`src/rtl/pipeline_hazard_ctrl.sv`:
```
// pipeline_hazard_ctrl: load-use stall, branch flush, memory freeze with timeout and ALU forwarding selects.
// Optional performance counters are enabled by defining HAZARD_PERF_CNT_EN.
module pipeline_hazard_ctrl #(
  parameter int XLEN        = 64,
  parameter int RADDR_W     = 5,
  parameter int MEM_TIMEOUT = 16,
  parameter int CNT_W       = 32
) (
  input  logic               clk,
  input  logic               reset,
  input  logic [RADDR_W-1:0] id_rs1,
  input  logic [RADDR_W-1:0] id_rs2,
  input  logic               id_uses_rs1,
  input  logic               id_uses_rs2,
  input  logic [RADDR_W-1:0] ex_rs1,
  input  logic [RADDR_W-1:0] ex_rs2,
  input  logic [RADDR_W-1:0] ex_rd,
  input  logic               ex_memread,
  input  logic [RADDR_W-1:0] mem_rd,
  input  logic               mem_regwrite,
  input  logic               mem_req,
  input  logic               mem_ready,
  input  logic               branch_taken,
  input  logic [RADDR_W-1:0] wb_rd,
  input  logic               wb_regwrite,
  output logic               pc_write,
  output logic               if_id_write,
  output logic               id_ex_bubble,
  output logic               if_id_flush,
  output logic               id_ex_flush,
  output logic               ex_mem_flush,
  output logic               pipe_freeze,
  output logic [1:0]         forward_a,
  output logic [1:0]         forward_b,
  output logic               mem_timeout,
  output logic               mem_err,
  output logic [CNT_W-1:0]   stall_cnt,
  output logic [CNT_W-1:0]   flush_cnt,
  output logic [CNT_W-1:0]   wait_cnt
);
  localparam int CW = CNT_W > XLEN ? XLEN : CNT_W;
  localparam int WW = $clog2(MEM_TIMEOUT + 2);
  typedef enum logic {S_RUN, S_WAIT} state_t;
  state_t state_q, state_d;
  logic [WW-1:0] wait_q, wait_d;
  logic mem_timeout_q, mem_timeout_d, mem_err_q, mem_err_d;
  logic load_use, tmo_hit, freeze, flush, stall;
  logic [CW-1:0] stall_q, flush_q, wcnt_q;
  // EX/MEM wins over MEM/WB because it holds the younger result
  assign forward_a = (mem_regwrite && mem_rd != '0 && mem_rd == ex_rs1) ? 2'b10 :
                     (wb_regwrite && wb_rd != '0 && wb_rd == ex_rs1) ? 2'b01 : 2'b00;
  assign forward_b = (mem_regwrite && mem_rd != '0 && mem_rd == ex_rs2) ? 2'b10 :
                     (wb_regwrite && wb_rd != '0 && wb_rd == ex_rs2) ? 2'b01 : 2'b00;
  always_comb begin
    load_use = ex_memread && ex_rd != '0 &&
               ((id_uses_rs1 && id_rs1 == ex_rd) || (id_uses_rs2 && id_rs2 == ex_rd));
    tmo_hit = MEM_TIMEOUT > 0 && state_q == S_WAIT && wait_q == WW'(MEM_TIMEOUT) &&
              mem_req && !mem_ready;
    freeze = mem_req && !mem_ready && !tmo_hit;
    flush = !freeze && branch_taken;
    stall = !freeze && !branch_taken && load_use;
    state_d = freeze ? S_WAIT : S_RUN;
    wait_d = !freeze ? '0 : (&wait_q) ? wait_q : wait_q + 1'b1;
    mem_timeout_d = tmo_hit;
    mem_err_d = mem_err_q || tmo_hit;
  end
  always_ff @(posedge clk or negedge reset) begin
    if (!reset) begin
      state_q <= S_RUN;
      wait_q <= '0;
      mem_timeout_q <= 1'b0;
      mem_err_q <= 1'b0;
    end else begin
      state_q <= state_d;
      wait_q <= wait_d;
      mem_timeout_q <= mem_timeout_d;
      mem_err_q <= mem_err_d;
    end
  end
`ifdef HAZARD_PERF_CNT_EN
  logic [CW-1:0] stall_d, flush_d, wcnt_d;
  always_comb begin
    stall_d = (stall && !(&stall_q)) ? stall_q + 1'b1 : stall_q;
    flush_d = (flush && !(&flush_q)) ? flush_q + 1'b1 : flush_q;
    wcnt_d = (freeze && !(&wcnt_q)) ? wcnt_q + 1'b1 : wcnt_q;
  end
  always_ff @(posedge clk or negedge reset) begin
    if (!reset) begin
      stall_q <= '0;
      flush_q <= '0;
      wcnt_q <= '0;
    end else begin
      stall_q <= stall_d;
      flush_q <= flush_d;
      wcnt_q <= wcnt_d;
    end
  end
`else
  assign stall_q = '0;
  assign flush_q = '0;
  assign wcnt_q = '0;
`endif
  assign stall_cnt = CNT_W'(stall_q);
  assign flush_cnt = CNT_W'(flush_q);
  assign wait_cnt = CNT_W'(wcnt_q);
  assign pipe_freeze = freeze;
  assign pc_write = !freeze && !stall;
  assign if_id_write = !freeze && !stall;
  assign id_ex_bubble = stall;
  assign if_id_flush = flush;
  assign id_ex_flush = flush;
  assign ex_mem_flush = flush;
  assign mem_timeout = mem_timeout_q;
  assign mem_err = mem_err_q;
endmodule

```
`config.mk`:
```
export PLATFORM = sky130hd
export DESIGN_NAME = pipeline_hazard_ctrl
export DESIGN_NICKNAME = d
export VERILOG_FILES = /design/src/rtl/pipeline_hazard_ctrl.sv
export SDC_FILE = /design/constraint.sdc
export NUM_CORES = 1
export LEC_CHECK = 0
export CAP_MARGIN = 20
export CELL_PAD_IN_SITES_DETAIL_PLACEMENT = 1
export CELL_PAD_IN_SITES_GLOBAL_PLACEMENT = 2
export CORE_UTILIZATION = 14
export CTS_CLUSTER_DIAMETER = 200
export DETAILED_ROUTE_END_ITERATION = 8
export HOLD_SLACK_MARGIN = 0.06
export PLACE_DENSITY = 0.77
export SYNTH_ARGS = -nofsm -noshare
export SYNTH_HDL_FRONTEND = slang
export SYNTH_SLANG_ARGS = --single-unit
```
`constraint.sdc`:
```
create_clock -name clk -period 2.41 [get_ports clk]
set_clock_uncertainty 0.15 [all_clocks]
set_input_delay 0.241 -clock clk [delete_from_list [all_inputs] [get_ports clk]]
set_output_delay 0.241 -clock clk [all_outputs]
set_load 0.005 [all_outputs]
```
==> results.tsv <==
metric	value	unit
cts_tree	yes	
ys_warn_count	0	
drt_wl_total	3810	um
ys_top_cells_by_area	buf_4, xor2_1, dfrtp_1	
io_pins	154	
holdWs	0.152	ns
antennaDiodeCount	0	
power_density	246	mW/mm^2
ys_seq_elements	8	
maxCapViolations	0	
yosys.area.top_type	buf_4	
place_inst	395	
overflow	0	
grt_pass1_wl	5510	um
htreeDepth	1	
rsz0062_at_grt	true	
intPower	385	uW
ant_nets	0	
worstHoldPathType	in2async	
leakage	1.13	nW
r2r_cells	13	
clk_pin_slew_worst_paths	0.04	ns
hpwl	3300	um
core_area	0.0105	mm^2
dieArea	0.0115	mm^2
finalSetupViolCount	0	
cts_buffers	3	
ys_seq_area_frac	0.130	
fp.dieW	107	um
preCtsSetupSlack	-0.287	ns
comb_power_share	0.458	
io_buffers	57	
first_pass_iters	3	
gp_congestion	0.728	
rows	37	
cp-end-kind	output pin	
drc	0	
crit_path_cell_trace	inv_1, ha_1, nand4b_1, nor2_2, or3b_4, buf_6, and2_4, dlygate4sd2_1	
wire_per_inst	9.23	um
fin_total_pwr	561	uW
startpoint_type	flip-flop	
r2r-end	mem_err	
clkPwrFrac	0.292	
seq_power_share	0.250	
synth_edf_count	0	
syn_area	0.00155	mm^2
worstSetupPathType	reg2out	
first_global_vias	1167	
synth_cell_types	29	
status	complete, no violations	
syn_inst	185	
antenna_found_initial	0	
slew_violations	0	
grt_max_degree	9	
first_iter_violations	18	
total_switching_power	176	uW
root_buffer	clkbuf_8	
cp_data_required_time	2.02	ns
reg2reg_slack	0.09	ns
fp.dieH	107	um
drive_gt1_frac	0.217	
slowest_stage	or3b_4	
numClockSinks	8	
max_stage_delay	0.40	ns
viasPerCell	2.96	
holdBufCountCts	0	
num_vias	1222	
clock_latency	0.23	ns
track_usage	0.0606	
post-synth-top-area-fraction	0.481	
p_sw_frac	0.314	
cts_buffer_depth	2	
post-route-util	0.218	
nets	327	
arrival	1.96	ns
avgSynthCellArea	8.35	um^2
max_freq	426	MHz
final_cells	413	
start_util	0.147	
syn_to_final_growth	47.9	%
synthFlopType	dfrtp_1	
async_flop_share	1.00	
reg2reg_from	wait_q[1]	
irDropWorstVdd	131	uV
period_share	0.973	
crit_fanout	3	
final-hold-violation-count	0	
min_period	2.35	ns
layout_setup_ws	0.0640	ns
[flip-flops by register name, summed over array words and instances, names as in the netlist]
signal	count
wait_q	5
mem_err	1
mem_timeout	1
state_q	1
[how the worst max path moves through the flow]
| stage | end | depth (start not counted) | slack [ns] | from |
|---|---|---|---|---|
| 6_report | if_id_flush | 8 | 0.06 | wait_q[1] |
| 3_3_place_gp | id_ex_bubble | 7 | -0.32 | ex_rd[3] |
| 5_1_grt | mem_err | 13 | -0.03 | wait_q[1] |
| 3_5_place_dp | forward_b[0] | 6 | -0.29 | mem_rd[1] |
| 4_1_cts | pipe_freeze | 7 | 0.002 | wait_q[0] |
| 2_1_floorplan | id_ex_flush | 8 | 0.35 | wait_q[0] |
[routing by layer]
metal,GRT usage,share of wire
met1,0.0613,0.34
met5,0,0
met3,0.0116,0.088
met2,0.123,0.56
met4,0.0176,0.0071
[cell usage in the layout (no fill, tap or decap), types with 2 or more instances in the layout]
| cell type | netlist | final |
|---|---|---|
| buf_2 | 0 | 2 |
| clkdlybuf4s15_1 | 0 | 3 |
| buf_4 | 99 | 36 |
| conb_1 | 1 | 96 |
| ha_1 | 3 | 3 |
| mux2i_1 | 2 | 2 |
| dlygate4sd2_1 | 0 | 7 |
| nor4_2 | 2 | 5 |
| nor2b_1 | 2 | 2 |
| dfrtp_1 | 8 | 8 |
| nor2_1 | 6 | 5 |
| nand4b_1 | 2 | 2 |
| clkdlybuf4s50_1 | 0 | 42 |
| or4_4 | 1 | 2 |
| dlymetal6s2s_1 | 0 | 3 |
| xnor2_1 | 9 | 9 |
| nand3_1 | 2 | 2 |
| inv_2 | 0 | 2 |
| xor2_1 | 24 | 24 |
| or4_1 | 4 | 3 |
| clkbuf_8 | 0 | 3 |
[Yosys cell counts, drive strengths merged (2+ instances only)]
library cell,n
mux2i,2
xnor2,9
nand4b,2
or4,5
inv,3
o21ai,3
nor4,6
xor2,24
buf,99
nand3,2
nor2b,2
dfrtp,8
and2,2
ha,3
nor2,6
[worst max-delay path, delay by kind of cell (launching register included)]
kind | cells | cell delay (ns)
adders and majority gates | 1 | 0.18
DFF | 1 | 0.35
and+or+nand+nor | 4 | 0.75
buffers and inverters | 3 | 0.43
[what timing repair did]
action / 4_1_cts / 5_1_grt
setup buffers: 12 / 3
endpoints found under the setup margin: 11 / 7
endpoints found under the hold margin: 0 / 0
gates cloned: 0 / 0
pin swaps: 10 / 6
gates resized for setup: 31 / 11
[logic make-up (layout without fill, tap and decap cells)]
group	Yosys count	after routing	share of synthesized area
AOI/OAI and AO/OA	5	5	0.0227
xor gates and xnor gates	33	33	0.187
adders and majority gates	3	3	0.0243
and+or+nand+nor	30	30	0.130
other	1	96	0.00243
DFF	8	8	0.130
buffers and inverters	103	100	0.491
muxes	2	2	0.0130
[power by group through the flow]
stage | registers [mW] | logic (mW) | clock network [mW]
4_1_cts | 0.140 | 0.252 | 0.169
5_1_grt | 0.140 | 0.285 | 0.177
2_1_floorplan | 0.142 | 0.207 | 0
3_3_place_gp | 0.142 | 0.235 | 0
6_report | 0.140 | 0.257 | 0.164
3_5_place_dp | 0.142 | 0.239 | 0
[per-stage QoR]
step / area, um^2 / TNS, ns
3_5_place_dp: 2060 / -1.51
5_1_grt: 2290 / -0.0768
3_3_place_gp: 2060 / -1.53
4_1_cts: 2230 / 0
2_1_floorplan: 1900 / 0
6_report: 2290 / 0
[area by class of cell]
class / instances / area [um^2]
fillers: 1283 / 8220
flip-flops and latches: 8 / 200
inverters: 3 / 11.3
clock buffers: 3 / 41.3
well taps: 136 / 170
multi-input cells: 169 / 1020
repair buffers: 94 / 841
Note: power is estimated with default switching activity, not from simulation.
